### config.mk
export PLATFORM = sky130hd
export DESIGN_NAME = vga_timing_gen
export DESIGN_NICKNAME = d
export VERILOG_FILES = /design/src/rtl/vga_pkg.sv /design/src/rtl/vga_axis_counter.sv /design/src/rtl/vga_timing_gen.sv
export SDC_FILE = /design/constraint.sdc
export NUM_CORES = 1
export LEC_CHECK = 0
export BUFFER_PORTS_ARGS = -buffer_cell sky130_fd_sc_hd__buf_4
export CAP_MARGIN = 15
export CORE_ASPECT_RATIO = 1.2
export CORE_MARGIN = 2
export CORE_UTILIZATION = 46
export DETAILED_ROUTE_END_ITERATION = 6
export PLACE_DENSITY_LB_ADDON = 0.05
export SYNTH_ARGS = -nofsm -noshare
export SYNTH_HDL_FRONTEND = slang
export SYNTH_SLANG_ARGS = --single-unit
### constraint.sdc
create_clock -name Clk -period 3.1 [get_ports Clk]
set_clock_uncertainty 0.1 [all_clocks]
set_input_delay 0.31 -clock Clk [delete_from_list [all_inputs] [get_ports Clk]]
set_output_delay 0.31 -clock Clk [all_outputs]
set_load 0.03 [all_outputs]
### src/rtl/vga_pkg.sv
// Shared types, default 640x480@60 timing and sync-window helpers for the VGA raster generator.
package vga_pkg;

    typedef logic [9:0] coord_t;

    localparam int DEF_CLK_DIV   = 2;
    localparam int DEF_H_VISIBLE = 640;
    localparam int DEF_H_FP      = 16;
    localparam int DEF_H_SYNC    = 96;
    localparam int DEF_H_BP      = 48;
    localparam int DEF_V_VISIBLE = 480;
    localparam int DEF_V_FP      = 10;
    localparam int DEF_V_SYNC    = 2;
    localparam int DEF_V_BP      = 33;

    localparam int H_TOTAL = DEF_H_VISIBLE + DEF_H_FP + DEF_H_SYNC + DEF_H_BP;
    localparam int V_TOTAL = DEF_V_VISIBLE + DEF_V_FP + DEF_V_SYNC + DEF_V_BP;

    // Sync pulse occupies [visible+fp, visible+fp+sync-1] on each axis.
    function automatic int sync_start(input int visible, input int fp);
        return visible + fp;
    endfunction

    function automatic int sync_end(input int visible, input int fp, input int sync);
        return visible + fp + sync - 1;
    endfunction

    localparam int H_SYNC_START = sync_start(DEF_H_VISIBLE, DEF_H_FP);
    localparam int H_SYNC_END   = sync_end(DEF_H_VISIBLE, DEF_H_FP, DEF_H_SYNC);
    localparam int V_SYNC_START = sync_start(DEF_V_VISIBLE, DEF_V_FP);
    localparam int V_SYNC_END   = sync_end(DEF_V_VISIBLE, DEF_V_FP, DEF_V_SYNC);

endpackage

### src/rtl/vga_axis_counter.sv
// One raster axis: wrapping position counter with registered visible/sync decodes
// computed from the next count so they stay in phase with the count output.
module vga_axis_counter
    import vga_pkg::*;
#(
    parameter int VISIBLE = DEF_H_VISIBLE,
    parameter int FP      = DEF_H_FP,
    parameter int SYNC    = DEF_H_SYNC,
    parameter int BP      = DEF_H_BP
) (
    input  logic   clk_i,
    input  logic   srst_i,
    input  logic   en_i,
    output coord_t count_o,
    output logic   wrap_o,
    output logic   visible_o,
    output logic   sync_n_o
);

    localparam int     TOTAL      = VISIBLE + FP + SYNC + BP;
    localparam coord_t LAST       = coord_t'(TOTAL - 1);
    localparam coord_t VIS_END    = coord_t'(VISIBLE);
    localparam coord_t SYNC_FIRST = coord_t'(sync_start(VISIBLE, FP));
    localparam coord_t SYNC_LAST  = coord_t'(sync_end(VISIBLE, FP, SYNC));

    coord_t count_q, count_d;
    logic   visible_q, visible_d;
    logic   sync_n_q, sync_n_d;

    assign wrap_o = en_i && (count_q == LAST);

    always_comb begin
        count_d = count_q;
        if (en_i) begin
            count_d = (count_q == LAST) ? '0 : count_q + coord_t'(1);
        end
        visible_d = (count_d < VIS_END);
        sync_n_d  = !((count_d >= SYNC_FIRST) && (count_d <= SYNC_LAST));
    end

    // Reset parks the counter on its last position so the first enable wraps to 0.
    always_ff @(posedge clk_i) begin
        if (srst_i) begin
            count_q   <= LAST;
            visible_q <= 1'b0;
            sync_n_q  <= 1'b1;
        end else begin
            count_q   <= count_d;
            visible_q <= visible_d;
            sync_n_q  <= sync_n_d;
        end
    end

    assign count_o   = count_q;
    assign visible_o = visible_q;
    assign sync_n_o  = sync_n_q;

endmodule

### src/rtl/vga_timing_gen.sv
// VGA raster timing source: pixel-enable divider, H/V counters, DAC pin drive.
// Define VGA_RGB_REG_EN to register colour and delay sync/blank pins by one pixel.
module vga_timing_gen
    import vga_pkg::*;
#(
    parameter int CLK_DIV   = DEF_CLK_DIV,
    parameter int H_VISIBLE = DEF_H_VISIBLE,
    parameter int H_FP      = DEF_H_FP,
    parameter int H_SYNC    = DEF_H_SYNC,
    parameter int H_BP      = DEF_H_BP,
    parameter int V_VISIBLE = DEF_V_VISIBLE,
    parameter int V_FP      = DEF_V_FP,
    parameter int V_SYNC    = DEF_V_SYNC,
    parameter int V_BP      = DEF_V_BP
) (
    input  logic       Clk,
    input  logic       Reset,
    input  logic [7:0] Red_in,
    input  logic [7:0] Green_in,
    input  logic [7:0] Blue_in,
    output coord_t     DrawX,
    output coord_t     DrawY,
    output logic       blank,
    output logic       pix_en,
    output logic       frame_start,
    output logic       VGA_HS,
    output logic       VGA_VS,
    output logic       VGA_BLANK_N,
    output logic [7:0] VGA_R,
    output logic [7:0] VGA_G,
    output logic [7:0] VGA_B
);

    localparam int               DIV_W    = (CLK_DIV > 1) ? $clog2(CLK_DIV) : 1;
    localparam logic [DIV_W-1:0] DIV_LAST = DIV_W'(CLK_DIV - 1);

    logic [DIV_W-1:0] div_q, div_d;
    logic             frame_start_q;
    logic             h_wrap, v_wrap;
    logic             h_visible, v_visible;
    logic             h_sync_n, v_sync_n;

    assign pix_en = (div_q == DIV_LAST);
    assign div_d  = pix_en ? '0 : div_q + DIV_W'(1);

    always_ff @(posedge Clk) begin
        if (Reset) begin
            div_q         <= '0;
            frame_start_q <= 1'b0;
        end else begin
            div_q         <= div_d;
            frame_start_q <= v_wrap;
        end
    end

    vga_axis_counter #(
        .VISIBLE (H_VISIBLE),
        .FP      (H_FP),
        .SYNC    (H_SYNC),
        .BP      (H_BP)
    ) u_h (
        .clk_i     (Clk),
        .srst_i    (Reset),
        .en_i      (pix_en),
        .count_o   (DrawX),
        .wrap_o    (h_wrap),
        .visible_o (h_visible),
        .sync_n_o  (h_sync_n)
    );

    // Vertical axis steps only on the pixel that ends a line.
    vga_axis_counter #(
        .VISIBLE (V_VISIBLE),
        .FP      (V_FP),
        .SYNC    (V_SYNC),
        .BP      (V_BP)
    ) u_v (
        .clk_i     (Clk),
        .srst_i    (Reset),
        .en_i      (h_wrap),
        .count_o   (DrawY),
        .wrap_o    (v_wrap),
        .visible_o (v_visible),
        .sync_n_o  (v_sync_n)
    );

    assign blank       = h_visible && v_visible;
    assign frame_start = frame_start_q;

`ifdef VGA_RGB_REG_EN
    logic [7:0] r_q, g_q, b_q;
    logic       hs_q, vs_q, blank_n_q;

    always_ff @(posedge Clk) begin
        if (Reset) begin
            r_q       <= '0;
            g_q       <= '0;
            b_q       <= '0;
            hs_q      <= 1'b1;
            vs_q      <= 1'b1;
            blank_n_q <= 1'b0;
        end else if (pix_en) begin
            r_q       <= blank ? Red_in   : '0;
            g_q       <= blank ? Green_in : '0;
            b_q       <= blank ? Blue_in  : '0;
            hs_q      <= h_sync_n;
            vs_q      <= v_sync_n;
            blank_n_q <= blank;
        end
    end

    assign VGA_R       = r_q;
    assign VGA_G       = g_q;
    assign VGA_B       = b_q;
    assign VGA_HS      = hs_q;
    assign VGA_VS      = vs_q;
    assign VGA_BLANK_N = blank_n_q;
`else
    assign VGA_R       = blank ? Red_in   : '0;
    assign VGA_G       = blank ? Green_in : '0;
    assign VGA_B       = blank ? Blue_in  : '0;
    assign VGA_HS      = h_sync_n;
    assign VGA_VS      = v_sync_n;
    assign VGA_BLANK_N = blank;
`endif

endmodule

; ---- After elaboration in Yosys (flattened, before gate mapping)
; Cells that the tools add are included.
; Widths: inputs -> output; s select.
[word_totals]
regBits = 26
elab_cells = 34
in_bits = 26
output_inout_bits = 50
[classes]
mux = 7
addsub = 3
n_reduce_logical = 8
order_cmp = 6
eq_ne = 2
[ops]
columns = cell, n
row1 = $mux 10, 4
row2 = $mux 8, 3
row3 = $add 10x1->10 const B, 2
row4 = $eq 10x10->1 const B, 2
row5 = $ge 10x10->1 const B, 1
row6 = $ge 10x9->1 const B, 1
row7 = $le 10x10->1 const B, 1
row8 = $le 10x9->1 const B, 1
row9 = $lt 10x10->1 const B, 1
row10 = $lt 10x9->1 const B, 1
row11 = $logic_and 1x1->1, 5
row12 = $logic_not 1->1, 2
row13 = $reduce_or 2->1, 1
row14 = $add 1x1->1 const B, 1

; ---- Depth between registers and ports, before layout
; Gate-level depths: netlist of run 1.
[logic_depth]
depth_word = 6
depth_mapped = 9
mapped_depth_nobuf = 7

; ---- Hierarchy
; From an unflattened synthesis of run 1, not the netlist that was laid out.
[hier_totals]
hier_cells = 178
hier_area_um2 = 1612.8
[by_module_without_submodules]
columns = module, n_inst, cells_each, area_per_inst_um2, seq_area_each_um2
row1 = vga_axis_counter at u_v, 1, 76, 715.7, 240.2
row2 = vga_axis_counter at u_h, 1, 68, 643.1, 240.2
row3 = vga_timing_gen, 1, 34, 254.0, 40.0

; ---- Worst setup path before layout of run 1
; OpenSTA, ideal clock, no wires.
[synth_timing]
path_kind = reg2reg
start = reg u_h.count_q[0], in the netlist u_h.count_o[0]
end = reg u_v.sync_n_q, in the netlist u_v.sync_n_o
t_required_ps = 2860
synth_period_minus_slack_ps = 2606
path_stages_with_launch = 8
t_arrival_ps = 2366
path_slack_ps = 494
setup_time_ps = 140
path_buffers = 1
path_cell_list = dfxtp_1 ha_1 nand4_1 or3_1 buf_2 or4_4 a22oi_2 nand4_1
[synth_between]
elab_chain_cells = 6
word_cells_on_any_way = 7
cone_classes = order compare: 2 / eq/ne: 1 / mux: 1 / reduce/logical: 3
[synth_lines]
columns = item, line
row1 = from (decl), vga_axis_counter.sv:26  ; coord_t count_q, count_d;
row2 = from (signal assigned), vga_axis_counter.sv:48  ; count_q <= count_d;
row3 = $eq 10x10->1 *, vga_axis_counter.sv:30  ; assign wrap_o = en_i && (count_q == LAST);
row4 = $logic_and 1x1->1 *, vga_axis_counter.sv:30
row5 = $mux 10 *, vga_axis_counter.sv:34  ; if (en_i) begin
row6 = $ge 10x9->1 / $le 10x9->1 (equally long branches), vga_axis_counter.sv:38  ; sync_n_d = !((count_d >= SYNC_FIRST) && (count_d <= SYNC_LAST));
row7 = $logic_and 1x1->1 *, vga_axis_counter.sv:38
row8 = $logic_not 1->1 *, vga_axis_counter.sv:38
row9 = to (signal assigned), vga_axis_counter.sv:50  ; sync_n_q <= sync_n_d;
row10 = to (decl), vga_axis_counter.sv:28  ; logic sync_n_q, sync_n_d;
; Mark *: on every way between the ends. The rest lies on a longest branch, timed or not.
; A chain may end at the register's enable or synchronous reset.

; ---- Worst setup path in the final report of run 1
; Same ends and word-level chain as after synthesis.

==> results of run 1 <==
[final timing paths]
| check | end | slack (ns) | depth (start not counted) |
|---|---|---|---|
| worst min register to register | u_h.count_o[0] | 0.46 | 1 |
| worst max-delay path | u_v.sync_n_o | 0.47 | 6 |
| worst min-delay path | u_v.count_o[1] | 0.26 | 2 |
| worst max register to register | u_v.sync_n_o | 0.47 | 6 |
[critical path, stage by stage (launching register included)]
cell and delay [ns]:
dfxtp_1 0.42, ha_1 0.24, nand4_1 0.30, nor4_2 0.45, or4b_2 0.65, a22oi_2 0.22
nand4_1 0.10
[power breakdown]
part | switching [mW] | leakage [nW] | internal (mW)
Sequential | 0.0553 | 0.212 | 0.358
Clock | 0.104 | 0.0288 | 0.113
Combinational | 0.156 | 0.776 | 0.107
[synthesized netlist by cell type (4+ instances only)]
| master | n |
|---|---|
| nor2_1 | 10 |
| o31ai_1 | 4 |
| a211oi_1 | 4 |
| and3_1 | 30 |
| o21ai_0 | 9 |
| dfxtp_1 | 26 |
| xor2_1 | 4 |
| inv_1 | 8 |
| nand2_1 | 8 |
| and4_1 | 4 |
| a21oi_1 | 13 |
| nand3_1 | 7 |
| nand4_1 | 7 |
| clkbuf_1 | 9 |
| nor3_1 | 7 |
[metal layers]
| metal | global-route usage [%] | part of all wire, % | vias to the layer above |
|---|---|---|---|
| met5 | 0 | 0 | - |
| met4 | 8.721 | 1.5 | 0 |
| met3 | 4.348 | 8.3 | 8 |
| met2 | 42.53 | 51 | 75 |
| met1 | 23.86 | 39 | 786 |
| li1 | - | - | 857 |
[registers in the layout, indices dropped and copies added, names as in the netlist]
signal	count
u_h.count_o	10
u_v.visible_o	1
u_h.sync_n_o	1
frame_start	1
u_v.sync_n_o	1
u_v.count_o	10
pix_en	1
u_h.visible_o	1
[stage by stage]
| step | worst slack (ns) | hold WS [ns] | util (%) | cell area [sq um] |
|---|---|---|---|---|
| 2_1_floorplan | 0.4942 | 0.5471 | - | 1564 |
| 3_3_place_gp | 0.5755 | 0.4145 | 63.44 | 2100 |
| 3_5_place_dp | 0.4909 | 0.4302 | 63.44 | 2100 |
| 4_1_cts | 0.4602 | 0.2617 | 65.10 | 2155 |
| 5_1_grt | 0.3493 | 0.2738 | 65.10 | 2155 |
| 6_report | 0.4735 | 0.2584 | 65.10 | 2155 |
[cell type report]
cell class / instances / share of cell area (%)
Multi-Input combinational cell: 145 / 43.26
Clock buffer: 4 / 2.555
Tap cell: 37 / 2.149
Inverter: 8 / 1.394
Timing Repair Buffer: 76 / 26.48
Sequential cell: 26 / 24.16
[cells by family after synthesis]
family          count (synthesis)  share of synthesized area (%)
compound gates                 43                          17.84
flops                          26                          33.28
simple gates                   92                          35.36
buf+inv                        24                          7.120
mux                             1                         0.6400
xor+xnor                        6                          3.360
fa+ha+maj                       3                          2.400
[cell usage in the layout (no fill, tap or decap), types with 4 or more instances in the layout]
cell,synthesis,final
o31ai_1,4,4
a21oi_1,13,13
clkbuf_8,0,4
and3_1,30,30
dfxtp_1,26,26
o21ai_0,9,9
a211oi_1,4,4
nand4_1,7,7
buf_4,1,76
nor3_1,7,7
nor2_1,10,10
inv_1,8,8
xor2_1,4,4
and4_1,4,4
nand2_1,8,8
nand3_1,7,7
==> impl_metrics.tcl, run 1 <==
set metrics [dict create \
    status "complete, no violations" \
    postRouteAntennaNets 0 \
    syn_area_sq_um 1564 \
    finalMaxSlewViolations 0 \
    cts_buffers 3 \
    die_h_um 67.88 \
    drt_pass1_iterations 4 \
    grt_pass1_vias 1610 \
    dieArea_sq_um 3884 \
    vias 1726 \
    netlist_instances 195 \
    yosysSeqAreaShare_pct 33.28 \
    cts_tree "yes" \
    synth-seq-cells 26 \
    gp_congestion 0.8874 \
    dp_hpwl_mm 3.306 \
    max_slew.worst_pin.slew_ns 0.6675 \
    routed_wirelength_mm 4.391 \
    syn_avg_cell_area_sq_um 8.021 \
    finalNonFillerCells 296 \
    final_nets 289 \
    port_buffers 75 \
    slew-limit-headroom_pct 55.16 \
    grt-ovfl-total 0 \
    cp_data_required_time_ns 3.13 \
    cts_hold_repair.buffers 0 \
    clock_latency_ns 0.27 \
    hp-start "Reset" \
    min_period_ns 2.627 \
    clock_path_buffers 2 \
    post_cts_buffers 0 \
    critPathArrivalTime_ns 2.66 \
    register_area_sq_um 520.5 \
    placed_cells 292 \
    irDropWorstVdd_mv 0.3521 \
    worstSetupEndpointType "flop" \
    synth_area_leader_cell "dfxtp_1" \
    die_x_um 57.23 \
    async_flop_share_pct 0 \
    start_util_pct 47.26 \
    drt-initial-drc-count 86 \
    finalHoldViolations 0 \
    multiInputGateArea_sq_um 932.1 \
    synth_ff_type "dfxtp_1" \
    fp.coreArea_sq_um 3309 \
    yosysUniqueCellTypes 46 \
    cts_resized 0 \
    p_per_area_nw_per_um2 414.8 \
    wl_per_cell_um 14.83 \
    setup_tns_ns 0 \
    synth_nets 224 \
    drive_gt1_share_pct 32.82 \
    synth_warnings 0 \
    fin_crit_sh_pct 84.73 \
    clk_pin_slew_ns 0.09 \
    grt_antenna_before_repair 0 \
    diodes 0 \
    netlist.area_leader.share_pct 33.28 \
    htree_levels 1 \
    yosys-top-cells-area "dfxtp_1 33%, and3_1 12%, a21oi_1 4.2%" \
    fmax_ghz 0.3807 \
    num_rows 23 \
    critPathLaunchType "flop" \
    fillers 302 \
    worstSetupPathType "reg2reg" \
    final-setup-viol-count 0 \
    crit_path_start "u_h.count_o[0]" \
    p_total_mw 0.8938 \
    maxCapViolations 0 \
    grt_usage_pct 22.18 \
    grt_max_degree 26 \
    rsz0062_at_grt "no" \
    p_leak_nw 1.017 \
    drc 0 \
    ioPinCount 76 \
    r2r-start "u_h.count_o[0]" \
    vias_per_cell 5.831 \
    synth-edff-count 0 \
    min_path_type "in2reg" \
    critPathMaxFanout 8 \
    grt_pass1_wl_mm 6.955 \
    cts_root_buffer "clkbuf_8" \
    area_growth_pct 37.76 \
    cts_sinks 26 \
]
Note: power is estimated with default switching activity, not from simulation.
==> run 2, diff against run 1 <==
==> constraint.sdc (replaced) <==
create_clock -name Clk -period 2.5 [get_ports Clk]
set_clock_uncertainty 0.1 [all_clocks]
set_input_delay 0.25 -clock Clk [delete_from_list [all_inputs] [get_ports Clk]]
set_output_delay 0.25 -clock Clk [all_outputs]
set_load 0.03 [all_outputs]
==> run 2 against run 1 <==
Clock-buffer cell count down 1. Critical path depth stayed put. Die area is the same. Flip-flop and latch count unchanged. Hold slack got worse by 0.059 ns. Worst setup slack lost 0.34 ns. Fmax is 11% higher. Core utilization grew 2.3 points. Global-route usage shrank 0.44 points. Routed wire length fell by 0.32%. Non-clock buffer count rose by 11. Total power grew 21%. Critical endpoint unchanged.
==> impl_metrics.tcl, run 2 (same netlist as run 1, synthesis figures left out) <==
set metrics [dict create \
    status "complete, no violations" \
    cpMostUsedCell "nand4_1" \
    area_growth_pct 42.56 \
    pre_cts_slack_ns 0.1630 \
    clk_pin_slew_ns 0.08 \
    final-setup-viol-count 0 \
    fmax_ghz 0.4218 \
    cp_data_required_time_ns 2.53 \
    hold_slack_ns 0.1993 \
    critPathLaunchType "flop" \
    crit_chain "ha_1 > nand4_1 > nor4_2 > or4b_2 > a22oi_2 > nand4_1" \
    die_h_um 67.88 \
    vias_per_cell 5.690 \
    min_path_type "in2reg" \
    irDropWorstVdd_mv 0.4737 \
    cts_sinks 26 \
    drt_pass1_iterations 4 \
    hold_depth 2 \
    slew-limit-headroom_pct 61.97 \
    dieArea_sq_um 3884 \
    switchingPower_mw 0.3811 \
    cp.depth 6 \
    wl_per_cell_um 14.30 \
    p_leak_nw 1.062 \
    post_dp_cell_area_sq_um 2177 \
    final_cell_mix "87 x buf_4, 30 x and3_1, 23 x dfxtp_1" \
    switching_share_pct 35.13 \
    postRouteAntennaNets 0 \
    clock_latency_ns 0.26 \
    cp_num_buf_inv 0 \
    p_per_area_nw_per_um2 486.6 \
    num_rows 23 \
    htree_levels 1 \
    grt_antenna_before_repair 0 \
    grt_max_degree 26 \
    clock_path_buffers 2 \
    cts_root_buffer "clkbuf_8" \
    critPathMaxFanout 6 \
    final_nets 300 \
    wl_met2_mm 2.247 \
    worstSetupEndpointType "flop" \
    grt_pass1_wl_mm 6.734 \
    cp_top_family "simple AND/OR/NAND/NOR gates" \
    slowest_stage "or4b_2" \
    max_slew.worst_pin.slew_ns 0.5697 \
    grt_pass1_vias 1461 \
    rsz0062_at_grt "no" \
    wl_met3_um 342 \
    min_period_ns 2.371 \
    highest_layer "met4" \
    fin_util_pct 67.37 \
    cts_buffers 3 \
    worstSetupPathType "reg2reg" \
    post-route-cell-area_sq_um 2230 \
    die_x_um 57.23 \
    ioPinCount 76 \
    setup_tns_ns 0 \
    drive_gt1_share_pct 36.80 \
    final_common_cell "buf_4" \
    finalHoldViolations 0 \
    combPwrFrac_pct 33.2 \
    finalMaxSlewViolations 0 \
    drc 0 \
    seqPwrFrac_pct 46.0 \
    cp_slowest_stage_delay_ns 0.65 \
    grt-ovfl-total 0 \
    cts_tree "yes" \
    maxCapViolations 0 \
    cellInternalPower_mw 0.7038 \
    port_buffers 75 \
    m1WireLength_mm 1.710 \
    start_util_pct 47.26 \
    dp_hpwl_mm 3.322 \
    grt_usage_pct 21.74 \
    fp.coreArea_sq_um 3309 \
    drt-initial-drc-count 81 \
    critPathArrivalTime_ns 2.40 \
    power.clock.fraction_pct 20.9 \
    gp_congestion 0.8973 \
    fin_crit_sh_pct 94.84 \
    diodes 0 \
    routed_wirelength_mm 4.377 \
    vias 1741 \
    setup_slack_ns 0.1291 \
    ff2ff_path_depth 6 \
]
run 2: power by group through the flow:
stage          sequential (mW)  clock (mW)  combinational, mW
5_1_grt                  0.510       0.248              0.388
2_1_floorplan            0.532           0              0.199
3_3_place_gp             0.506           0              0.357
6_report                 0.499       0.226              0.360
4_1_cts                  0.498       0.230              0.360
3_5_place_dp             0.507           0              0.356
run 2: routing by layer:
| metal | GRT usage [%] | vias to the layer above |
|---|---|---|
| li1 | - | 878 |
| met1 | 26.65 | 766 |
| met2 | 39.80 | 88 |
| met3 | 3.025 | 9 |
| met4 | 6.105 | 0 |
| met5 | 0 | - |
run 2: worst paths after layout:
| path | start | to | slack [ns] |
|---|---|---|---|
| min | Reset | pix_en | 0.20 |
| max reg2reg | u_h.count_o[0] | u_v.sync_n_o | 0.13 |
| min reg2reg | u_h.count_o[0] | u_h.count_o[0] | 0.39 |
| max | u_h.count_o[0] | u_v.sync_n_o | 0.13 |
run 2: layout make-up:
type,count,area (sq um)
Fill cell,310,1080
Multi-Input combinational cell,145,934.6
Timing Repair Buffer,87,653.1
Sequential cell,26,524.3
Tap cell,37,46.29
Clock buffer,3,41.29
Inverter,8,30.03
run 2: through the flow:
step / total power, mW / std cells
floorplan: 0.7307 / 195
global placement: 0.8633 / 302
detailed placement: 0.8637 / 302
CTS: 1.088 / 305
global route: 1.146 / 306
finish: 1.085 / 306
run 2: repair_timing:
action / 4_1_cts / 5_1_grt
setup endpoints to repair: 0 / 2
setup buffers: 0 / 1
resized for setup: 0 / 2
hold buffers: 0 / 0
